$ cat config.mk
export PLATFORM = sky130hd
export DESIGN_NAME = countdown_timer_ctrl_flat
export DESIGN_NICKNAME = d
export VERILOG_FILES = /design/src/rtl/countdown_timer_ctrl_if.sv /design/src/rtl/countdown_timer_ctrl.sv /design/src/flat_wrapper.sv
export SDC_FILE = /design/constraint.sdc
export NUM_CORES = 1
export LEC_CHECK = 0
export ABC_AREA = 1
export BUFFER_PORTS_ARGS = -buffer_cell sky130_fd_sc_hd__buf_4
export CAP_MARGIN = 20
export CORE_UTILIZATION = 50
export DETAILED_ROUTE_END_ITERATION = 8
export HOLD_SLACK_MARGIN = 0.02
export PLACE_DENSITY = 0.75
export SLEW_MARGIN = 40
export SYNTH_ARGS = -nofsm -noshare
export SYNTH_HDL_FRONTEND = slang
export SYNTH_SLANG_ARGS = --single-unit
$ cat constraint.sdc
create_clock -name clk -period 1.7 [get_ports clk]
set_input_delay 0.425 -clock clk [delete_from_list [all_inputs] [get_ports clk]]
set_output_delay 0.425 -clock clk [all_outputs]
set_load 0.01 [all_outputs]
$ cat src/rtl/countdown_timer_ctrl_if.sv
// Control/status bundle between appliance controller and the countdown timer.
interface countdown_timer_ctrl_if #(
  parameter int unsigned MODE_W = 3
);

  logic [MODE_W-1:0] mode_state;
  logic              start;
  logic              pause;
  logic              load;
  logic [5:0]        load_min;
  logic [5:0]        load_sec;

  logic              busy;
  logic              paused;
  logic              done;
  logic              done_pulse;
  logic [5:0]        min_out;
  logic [5:0]        sec_out;
  logic [31:0]       time_data;

  // Appliance controller side: drives commands, observes timer status.
  modport master (
    output mode_state, start, pause, load, load_min, load_sec,
    input  busy, paused, done, done_pulse, min_out, sec_out, time_data
  );

  // Timer side: consumes commands, reports status.
  modport slave (
    input  mode_state, start, pause, load, load_min, load_sec,
    output busy, paused, done, done_pulse, min_out, sec_out, time_data
  );

endinterface

$ cat src/rtl/countdown_timer_ctrl.sv
// mm:ss countdown engine with load/start/pause, prescaled 1 s tick and BCD display word.
module countdown_timer_ctrl #(
  parameter int unsigned       TICK_DIV    = 100_000_000,
  parameter int unsigned       MODE_W      = 3,
  parameter logic [MODE_W-1:0] ACTIVE_MODE = 3'b100,
  parameter int unsigned       DEFAULT_MIN = 3,
  parameter int unsigned       DEFAULT_SEC = 0,
  parameter int unsigned       MAX_MIN     = 59
) (
  input  logic                   clk,
  input  logic                   rst,
  countdown_timer_ctrl_if.slave  ctrl_if
);

  localparam int unsigned       PRESC_W    = (TICK_DIV > 1) ? $clog2(TICK_DIV) : 1;
  localparam logic [PRESC_W-1:0] PRESC_LAST = PRESC_W'(TICK_DIV - 1);
  localparam logic [5:0]        DEF_MIN    = 6'(DEFAULT_MIN);
  localparam logic [5:0]        DEF_SEC    = 6'(DEFAULT_SEC);
  localparam logic [5:0]        MIN_CLAMP  = 6'(MAX_MIN);
  localparam logic [5:0]        SEC_CLAMP  = 6'd59;

  typedef enum logic [1:0] {
    ST_IDLE,
    ST_RUN,
    ST_PAUSE,
    ST_DONE
  } state_e;

  state_e               state_q;
  logic [5:0]           min_q;
  logic [5:0]           sec_q;
  logic [5:0]           ld_min_q;
  logic [5:0]           ld_sec_q;
  logic [PRESC_W-1:0]   presc_q;
  logic                 busy_q;
  logic                 paused_q;
  logic                 done_q;
  logic                 done_pulse_q;
  logic [31:0]          time_data_q;
  logic [31:0]          time_data_d;

  logic                 active_c;
  logic                 load_ok_c;
  logic                 tick_c;
  logic [5:0]           ld_min_c;
  logic [5:0]           ld_sec_c;
  logic                 ld_zero_c;

  // Command qualification, load clamping and prescaler terminal count.
  always_comb begin
    active_c  = (ctrl_if.mode_state == ACTIVE_MODE);
    load_ok_c = ctrl_if.load && ((state_q == ST_IDLE) || (state_q == ST_DONE));
    tick_c    = (state_q == ST_RUN) && (presc_q == PRESC_LAST);
    ld_min_c  = (ctrl_if.load_min > MIN_CLAMP) ? MIN_CLAMP : ctrl_if.load_min;
    ld_sec_c  = (ctrl_if.load_sec > SEC_CLAMP) ? SEC_CLAMP : ctrl_if.load_sec;
    ld_zero_c = (ld_min_q == 6'd0) && (ld_sec_q == 6'd0);
  end

  // Control FSM and time counters; one event per edge, highest priority first.
  always_ff @(posedge clk) begin
    if (!rst) begin
      state_q      <= ST_IDLE;
      min_q        <= DEF_MIN;
      sec_q        <= DEF_SEC;
      ld_min_q     <= DEF_MIN;
      ld_sec_q     <= DEF_SEC;
      presc_q      <= '0;
      busy_q       <= 1'b0;
      paused_q     <= 1'b0;
      done_q       <= 1'b0;
      done_pulse_q <= 1'b0;
    end else begin
      done_pulse_q <= 1'b0;
      if (!active_c) begin
        // Leaving the timed mode abandons the countdown silently.
        state_q  <= ST_IDLE;
        min_q    <= DEF_MIN;
        sec_q    <= DEF_SEC;
        ld_min_q <= DEF_MIN;
        ld_sec_q <= DEF_SEC;
        presc_q  <= '0;
        busy_q   <= 1'b0;
        paused_q <= 1'b0;
        done_q   <= 1'b0;
      end else if (load_ok_c) begin
        state_q  <= ST_IDLE;
        min_q    <= ld_min_c;
        sec_q    <= ld_sec_c;
        ld_min_q <= ld_min_c;
        ld_sec_q <= ld_sec_c;
        busy_q   <= 1'b0;
        paused_q <= 1'b0;
        done_q   <= 1'b0;
      end else if (ctrl_if.start) begin
        // Start always restarts from the last loaded value.
        presc_q  <= '0;
        min_q    <= ld_min_q;
        sec_q    <= ld_sec_q;
        paused_q <= 1'b0;
        if (ld_zero_c) begin
          state_q      <= ST_DONE;
          busy_q       <= 1'b0;
          done_q       <= 1'b1;
          done_pulse_q <= 1'b1;
        end else begin
          state_q <= ST_RUN;
          busy_q  <= 1'b1;
          done_q  <= 1'b0;
        end
      end else if (ctrl_if.pause && (state_q == ST_RUN)) begin
        state_q  <= ST_PAUSE;
        paused_q <= 1'b1;
      end else if (ctrl_if.pause && (state_q == ST_PAUSE)) begin
        state_q  <= ST_RUN;
        paused_q <= 1'b0;
      end else if (state_q == ST_RUN) begin
        if (tick_c) begin
          presc_q <= '0;
          if (sec_q != 6'd0) begin
            sec_q <= sec_q - 6'd1;
            if ((min_q == 6'd0) && (sec_q == 6'd1)) begin
              state_q      <= ST_DONE;
              busy_q       <= 1'b0;
              done_q       <= 1'b1;
              done_pulse_q <= 1'b1;
            end
          end else begin
            min_q <= min_q - 6'd1;
            sec_q <= SEC_CLAMP;
          end
        end else begin
          presc_q <= presc_q + PRESC_W'(1);
        end
      end
    end
  end

  // Packed BCD display word built from the current binary time.
  always_comb begin
    time_data_d = {8'h00,
                   4'hF, 4'(min_q / 6'd10), 4'(min_q % 6'd10),
                   4'hF, 4'(sec_q / 6'd10), 4'(sec_q % 6'd10)};
  end

  // Display register; follows min/sec with one cycle of latency.
  always_ff @(posedge clk) begin
    time_data_q <= time_data_d;
  end

  assign ctrl_if.busy       = busy_q;
  assign ctrl_if.paused     = paused_q;
  assign ctrl_if.done       = done_q;
  assign ctrl_if.done_pulse = done_pulse_q;
  assign ctrl_if.min_out    = min_q;
  assign ctrl_if.sec_out    = sec_q;
  assign ctrl_if.time_data  = time_data_q;

endmodule

$ cat src/flat_wrapper.sv
// flat-port wrapper written by rule: the top's interface ports become plain ports
module countdown_timer_ctrl_flat 
#(
  parameter int unsigned       TICK_DIV    = 100_000_000,
  parameter int unsigned       MODE_W      = 3,
  parameter logic [MODE_W-1:0] ACTIVE_MODE = 3'b100,
  parameter int unsigned       DEFAULT_MIN = 3,
  parameter int unsigned       DEFAULT_SEC = 0,
  parameter int unsigned       MAX_MIN     = 59
)
  (clk, rst, ctrl_if_mode_state, ctrl_if_start, ctrl_if_pause, ctrl_if_load, ctrl_if_load_min, ctrl_if_load_sec, ctrl_if_busy, ctrl_if_paused, ctrl_if_done, ctrl_if_done_pulse, ctrl_if_min_out, ctrl_if_sec_out, ctrl_if_time_data);
  countdown_timer_ctrl_if #(.MODE_W(MODE_W)) ctrl_if_i ();
  input  logic clk;
  input  logic rst;
  input wire logic [$bits(ctrl_if_i.mode_state)-1:0] ctrl_if_mode_state;
  input wire logic [$bits(ctrl_if_i.start)-1:0] ctrl_if_start;
  input wire logic [$bits(ctrl_if_i.pause)-1:0] ctrl_if_pause;
  input wire logic [$bits(ctrl_if_i.load)-1:0] ctrl_if_load;
  input wire logic [$bits(ctrl_if_i.load_min)-1:0] ctrl_if_load_min;
  input wire logic [$bits(ctrl_if_i.load_sec)-1:0] ctrl_if_load_sec;
  output wire logic [$bits(ctrl_if_i.busy)-1:0] ctrl_if_busy;
  output wire logic [$bits(ctrl_if_i.paused)-1:0] ctrl_if_paused;
  output wire logic [$bits(ctrl_if_i.done)-1:0] ctrl_if_done;
  output wire logic [$bits(ctrl_if_i.done_pulse)-1:0] ctrl_if_done_pulse;
  output wire logic [$bits(ctrl_if_i.min_out)-1:0] ctrl_if_min_out;
  output wire logic [$bits(ctrl_if_i.sec_out)-1:0] ctrl_if_sec_out;
  output wire logic [$bits(ctrl_if_i.time_data)-1:0] ctrl_if_time_data;
  assign ctrl_if_i.mode_state = ctrl_if_mode_state;
  assign ctrl_if_i.start = ctrl_if_start;
  assign ctrl_if_i.pause = ctrl_if_pause;
  assign ctrl_if_i.load = ctrl_if_load;
  assign ctrl_if_i.load_min = ctrl_if_load_min;
  assign ctrl_if_i.load_sec = ctrl_if_load_sec;
  assign ctrl_if_busy = ctrl_if_i.busy;
  assign ctrl_if_paused = ctrl_if_i.paused;
  assign ctrl_if_done = ctrl_if_i.done;
  assign ctrl_if_done_pulse = ctrl_if_i.done_pulse;
  assign ctrl_if_min_out = ctrl_if_i.min_out;
  assign ctrl_if_sec_out = ctrl_if_i.sec_out;
  assign ctrl_if_time_data = ctrl_if_i.time_data;
  countdown_timer_ctrl #(.TICK_DIV(TICK_DIV), .MODE_W(MODE_W), .ACTIVE_MODE(ACTIVE_MODE), .DEFAULT_MIN(DEFAULT_MIN), .DEFAULT_SEC(DEFAULT_SEC), .MAX_MIN(MAX_MIN)) u_core (.clk(clk), .rst(rst), .ctrl_if(ctrl_if_i));
endmodule
==> reports/qor.yml, run 1 <==
path_max_fanout: 4
seq_area_frac_synth: 0.3276
place_hpwl_mm: 8.378
antenna_found_initial: 0
max_freq_mhz: 580.0
critPathArrivalTime_ps: 2010
min_to: "u_core.ld_min_q[1]"
grtUsageTotal: 0.2612
end_kind: "register"
place_inst: 845
post_drt_wl_per_cell_um: 14.10
worstPathRequired_ps: 1980
violations: "setup timing"
fp.dieH_um: 95.16
finClkSkew_ps: 14.58
drc_errors: 0
grt_pass1_wl_mm: 18.58
critical-path-max-stage-delay_ps: 390
clockBufferDepth: 2
ff2ff_setup_slack_ps: -20
setup_viol_count_final: 5
first_pass_iters: 5
synthCells: 656
mostFrequentLayoutCells: "131 x nand2_1, 106 x buf_4, 93 x nor2_1"
r2r-end: "u_core.ctrl_if.sec_out[2]"
cts_tree: "built"
clk_latency_ps: 350
hold_slack_ps: 362.4
grt_overflow: 0
critPathKind: "reg2reg"
reg2reg_depth: 11
syn_to_final_growth_pct: 33.28
grt_pass1_vias: 4232
antennaDiodeCount: 0
synth.ff_latch_count: 71
placed_area_sq_um: 5127
yosysWarnings: 0
async_reset_ff_frac: 0
start_kind: "register"
wl_met2_mm: 5.970
final_antenna_net_count: 0
core_region_area_sq_um: 8299
port_buffers: 49
path_clk_slew_ps: 90
initial_core_util: 0.5228
core.rowCount: 33
place.gp.congestion: 0.9627
finalCriticalPeriod_ps: 1724
maxSlewViolCount: 0
boundaryPins: 68
top_layer: "met4"
die_width_um: 95.16
pre_cts_slack_ps: -106.8
p_per_area_nw_per_um2: 640.3
crit_start: "u_core.state_q[0]"
instances_no_fill: 878
drt_wl_total_mm: 12.38
wl_met3_um: 839
dieArea_sq_um: 9054
leakage_nw: 2.684
grt_max_degree: 16
numCtsBuffers: 9
synth_edf_count: 0
wl_met1_mm: 5.241
hp-start: "ctrl_if_load_min[1]"
synth_cell_type_count: 41
whs_path_depth: 3
finish.utilization: 0.6968
cts_hold_buffers: 0
synth_area_sq_um: 4339
synth_top_flop_cell: "dfxtp_1"
drive_gt1_frac: 0.3182
vias: 4654
syn_avg_cell_area_sq_um: 6.615
outcome: "finished with violations"
cp_cell_sequence: "inv_4 > ha_4 > nand2_4 > inv_4 > buf_4 > nor2_4 > buf_6 > nand3_1 > o311ai_2 > nor2_1 > nor2_1"
hold_class: "in2reg"
rsz0062_at_grt: "true"
cpMaxStageDelayCell: "dfxtp_4"
htree_levels: 3
drt-initial-drc-count: 268
hold_viol: 0
final_common_cell: "nand2_1"
worstReg2RegStart: "u_core.state_q[0]"
finalCritPeriodShare: 1.014
cts_root_buf: "clkbuf_8"
vdd_drop_max_uv: 454.0
numClockSinks: 71
crit_family: "simple AND/OR/NAND/NOR gates"
via_per_inst: 5.301
fin_area_sq_um: 5783
nets: 803
crit_buf_inv: 4
postLayoutSetupSlackWorst_ps: -24.02
drv_cap: 0
metal layers:
metal,vias up,GRT usage
met2,224,0.4292
li1,2272,-
met3,34,0.03429
met5,-,0
met4,0,0.1199
met1,2124,0.3386
how the worst max path moves through the flow:
stage                                              end  depth (start not counted)
after floorplan           u_core.ctrl_if.time_data[15]                         14
after global placement              u_core.presc_q[26]                         12
after detailed placement             u_core.presc_q[9]                         10
after CTS                           u_core.presc_q[26]                         12
after global routing         u_core.ctrl_if.sec_out[2]                         11
final                        u_core.ctrl_if.sec_out[2]                         11
logic make-up (layout without fill, tap and decap cells):
group	after synthesis	after routing	synth area share
buf+inv	124	225	0.1306
other cells	2	18	0.001731
compound gates	72	72	0.09083
mux	1	1	0.002595
simple gates	362	362	0.3852
flops	71	71	0.3276
fa+ha+maj	15	15	0.04325
xor+xnor	9	9	0.01817
timing repair:
action                                  in CTS  in global routing
endpoints found under the hold margin        0                  0
pin swaps                                    9                 31
gates cloned                                 0                  2
endpoints found under the setup margin      38                 47
buffers inserted                             3                 12
gates resized for setup                     21                 74
registers in the layout (all words and copies together), names as in the netlist:
signal and flops:
u_core.ctrl_if.busy 1, u_core.ctrl_if.done 1, u_core.ctrl_if.done_pulse 1, u_core.ctrl_if.min_out 6, u_core.ctrl_if.paused 1, u_core.ctrl_if.sec_out 6, u_core.ctrl_if.time_data 14, u_core.ld_min_q 6
u_core.ld_sec_q 6, u_core.presc_q 27, u_core.state_q 2
report_power, final:
group          switching, mW  internal [mW]
combinational          0.270          0.200
clock                  0.676          0.868
sequential            0.0121           1.68
total                  0.959           2.74
layout make-up:
type,instances,area (sq um)
clock buffers,11,141.4
clock inverters,5,81.33
fillers,661,2516
inverters,92,360.3
multi-input cells,477,2660
flip-flops and latches,71,1446
well taps,105,131.4
repair buffers,117,962.2
tightest hold or removal path, cell delays in order:
cell and delay (ps):
buf_4 80, o21ai_0 100, nand2_1 70
synthesized netlist by cell type (all sizes together) (4+ instances only):
library cell / number / area, sq um
nand3: 43 / 230.2
inv: 92 / 345.3
o22ai: 6 / 37.54
nor2: 109 / 445.4
nand2: 166 / 683.2
xor2: 8 / 70.07
nor3: 14 / 101.4
clkbuf: 5 / 18.77
buf: 27 / 202.7
ha: 15 / 187.7
a31oi: 4 / 25.02
a21oi: 23 / 118.9
nand4: 16 / 106.4
dfxtp: 71 / 1421
nor3b: 6 / 45.04
o21ai: 34 / 173.9
metrics by stage:
step                setup TNS, ps  power, mW
finish                     -61.89      3.703
CTS                        -2.560      3.644
detailed placement          -1084      2.127
global placement           -24.41      2.118
global route                -2271      3.816
floorplan                  -14.56      1.989
Power figures use the tool's default switching activity.
==> run 2: changes to the inputs <==
SKIP_CTS_REPAIR_TIMING = 1   (was not set)
==> run 2 against run 1 <==
Compared with the run above:
- the flow still finishes with violations (setup timing)
- critical path depth rose by 1
- total power fell by 0.14%
- die area unchanged
- via count is essentially flat
- clock power about the same
- flip-flop and latch count stayed put
- first-iteration DRC count grew 19%
- critical path type unchanged
==> reports/qor.yml, run 2 (synthesized netlist as in run 1, its figures left out) <==
outcome: "finished with violations"
violations: "setup timing"
critical-path-max-stage-delay_ps: 390
place_hpwl_mm: 8.378
crit_path_frequent_cell: "nand2_2"
hold_class: "in2reg"
cts_tree: "built"
numCtsBuffers: 9
core.rowCount: 33
antenna_found_initial: 0
p_per_area_nw_per_um2: 637.3
swShare: 0.2588
drt_wl_total_mm: 12.30
p_seq_frac: 0.457
vdd_drop_max_uv: 448.1
cpMaxStageDelayCell: "dfxtp_4"
critPathKind: "reg2reg"
regArea_sq_um: 1444
syn_to_final_growth_pct: 33.71
boundaryPins: 68
finalCriticalPeriod_ps: 1726
grtUsageTotal: 0.2528
grt_pass1_wl_mm: 18.04
pwr-share-clk: 0.420
fin_tns_setup_ps: -41.05
grt_pass1_vias: 4121
drt-initial-drc-count: 319
clockBufferDepth: 2
power.switching_uw: 957.0
share_comb_of_total_power: 0.123
drive_gt1_frac: 0.3161
place.gp.congestion: 0.9627
nets: 802
htree_levels: 3
hold_viol: 0
multiInputGateArea_sq_um: 2674
hold_slack_ps: 360.2
first_pass_iters: 5
instances_no_fill: 877
finalCritPeriodShare: 1.015
vias: 4656
start_kind: "register"
postLayoutSetupSlackWorst_ps: -26.16
dieArea_sq_um: 9054
cp_cell_sequence: "inv_4 > ha_4 > nand2_2 > nand2_2 > nand2_2 > nand2_4 > nor2_8 > nand4_1 > nor2_2 > nand2_1 > nand2_1 > nor2_1"
core_region_area_sq_um: 8299
finClkSkew_ps: 15.47
clk_latency_ps: 350
mostFrequentLayoutCells: "129 x nand2_1, 105 x buf_4, 91 x nor2_1"
fp.dieH_um: 95.16
worstPathRequired_ps: 1940
finish.utilization: 0.6991
place_inst: 845
via_per_inst: 5.309
path_max_fanout: 5
post_drt_wl_per_cell_um: 14.03
port_buffers: 49
drc_errors: 0
max_freq_mhz: 579.3
end_kind: "register"
cts_root_buf: "clkbuf_8"
initial_core_util: 0.5228
numClockSinks: 71
top_register: "u_core.presc_q"
internal_power_mw: 2.741
path_clk_slew_ps: 80
critPathArrivalTime_ps: 1970
largest_reg_flops: 27
leakage_nw: 2.698
setup_viol_count_final: 2
grt_overflow: 0
die_width_um: 95.16
drv_cap: 0
rsz0062_at_grt: "true"
final_antenna_net_count: 0
final_common_cell: "nand2_1"
maxSlewViolCount: 0
grt_max_degree: 16
nFillCells: 657
antennaDiodeCount: 0
## run 2: cell count changes in the layout (fill, tap and decap cells not counted), sizes merged
cell  before  now
buf      116  115
## run 2: worst paths after layout
check	cells after the start	endpoint	startpoint	slack, ps
setup / recovery	12	u_core.presc_q[26]	u_core.state_q[1]	-30
hold / removal	3	u_core.ld_min_q[1]	ctrl_if_load_min[1]	360
hold reg to reg	0	u_core.ctrl_if.time_data[12]	u_core.ctrl_if.min_out[0]	400
setup reg to reg	12	u_core.presc_q[26]	u_core.state_q[1]	-30
## run 2: layer usage
| layer | vias up | share of wire | track usage |
|---|---|---|---|
| met5 | - | 0 | 0 |
| li1 | 2273 | - | - |
| met2 | 217 | 0.48 | 0.4137 |
| met1 | 2124 | 0.43 | 0.3358 |
| met3 | 42 | 0.062 | 0.03190 |
| met4 | 0 | 0.034 | 0.1010 |
## run 2: worst max-delay path, delay by kind of cell, from the launching register on
family | cells | cell delay, ps
fa+ha+maj | 1 | 180
flops | 1 | 390
buf+inv | 1 | 40
simple gates | 10 | 1000
## run 2: metrics by stage
stage | area (sq um) | worst slack (ps) | total power [mW]
finish | 5802 | -26.16 | 3.698
global route | 5802 | -179.7 | 3.807
CTS | 5350 | -115.4 | 3.634
detailed placement | 5127 | -106.8 | 2.127
global placement | 5127 | -14.90 | 2.118
floorplan | 4417 | -14.56 | 1.989
## run 2: layout make-up
class	instances	share of cell area
clock buffers	11	0.02437
clock inverters	5	0.01402
inverters	92	0.06211
multi-input cells	477	0.4609
flip-flops and latches	71	0.2489
well taps	105	0.02264
repair buffers	116	0.1671
## run 2: power groups by stage
stage	Sequential, mW	Combinational (mW)	Clock [mW]
4_1_cts	1.69	0.398	1.54
3_3_place_gp	1.73	0.386	0
3_5_place_dp	1.73	0.395	0
5_1_grt	1.69	0.497	1.62
6_report	1.69	0.456	1.55
2_1_floorplan	1.74	0.249	0
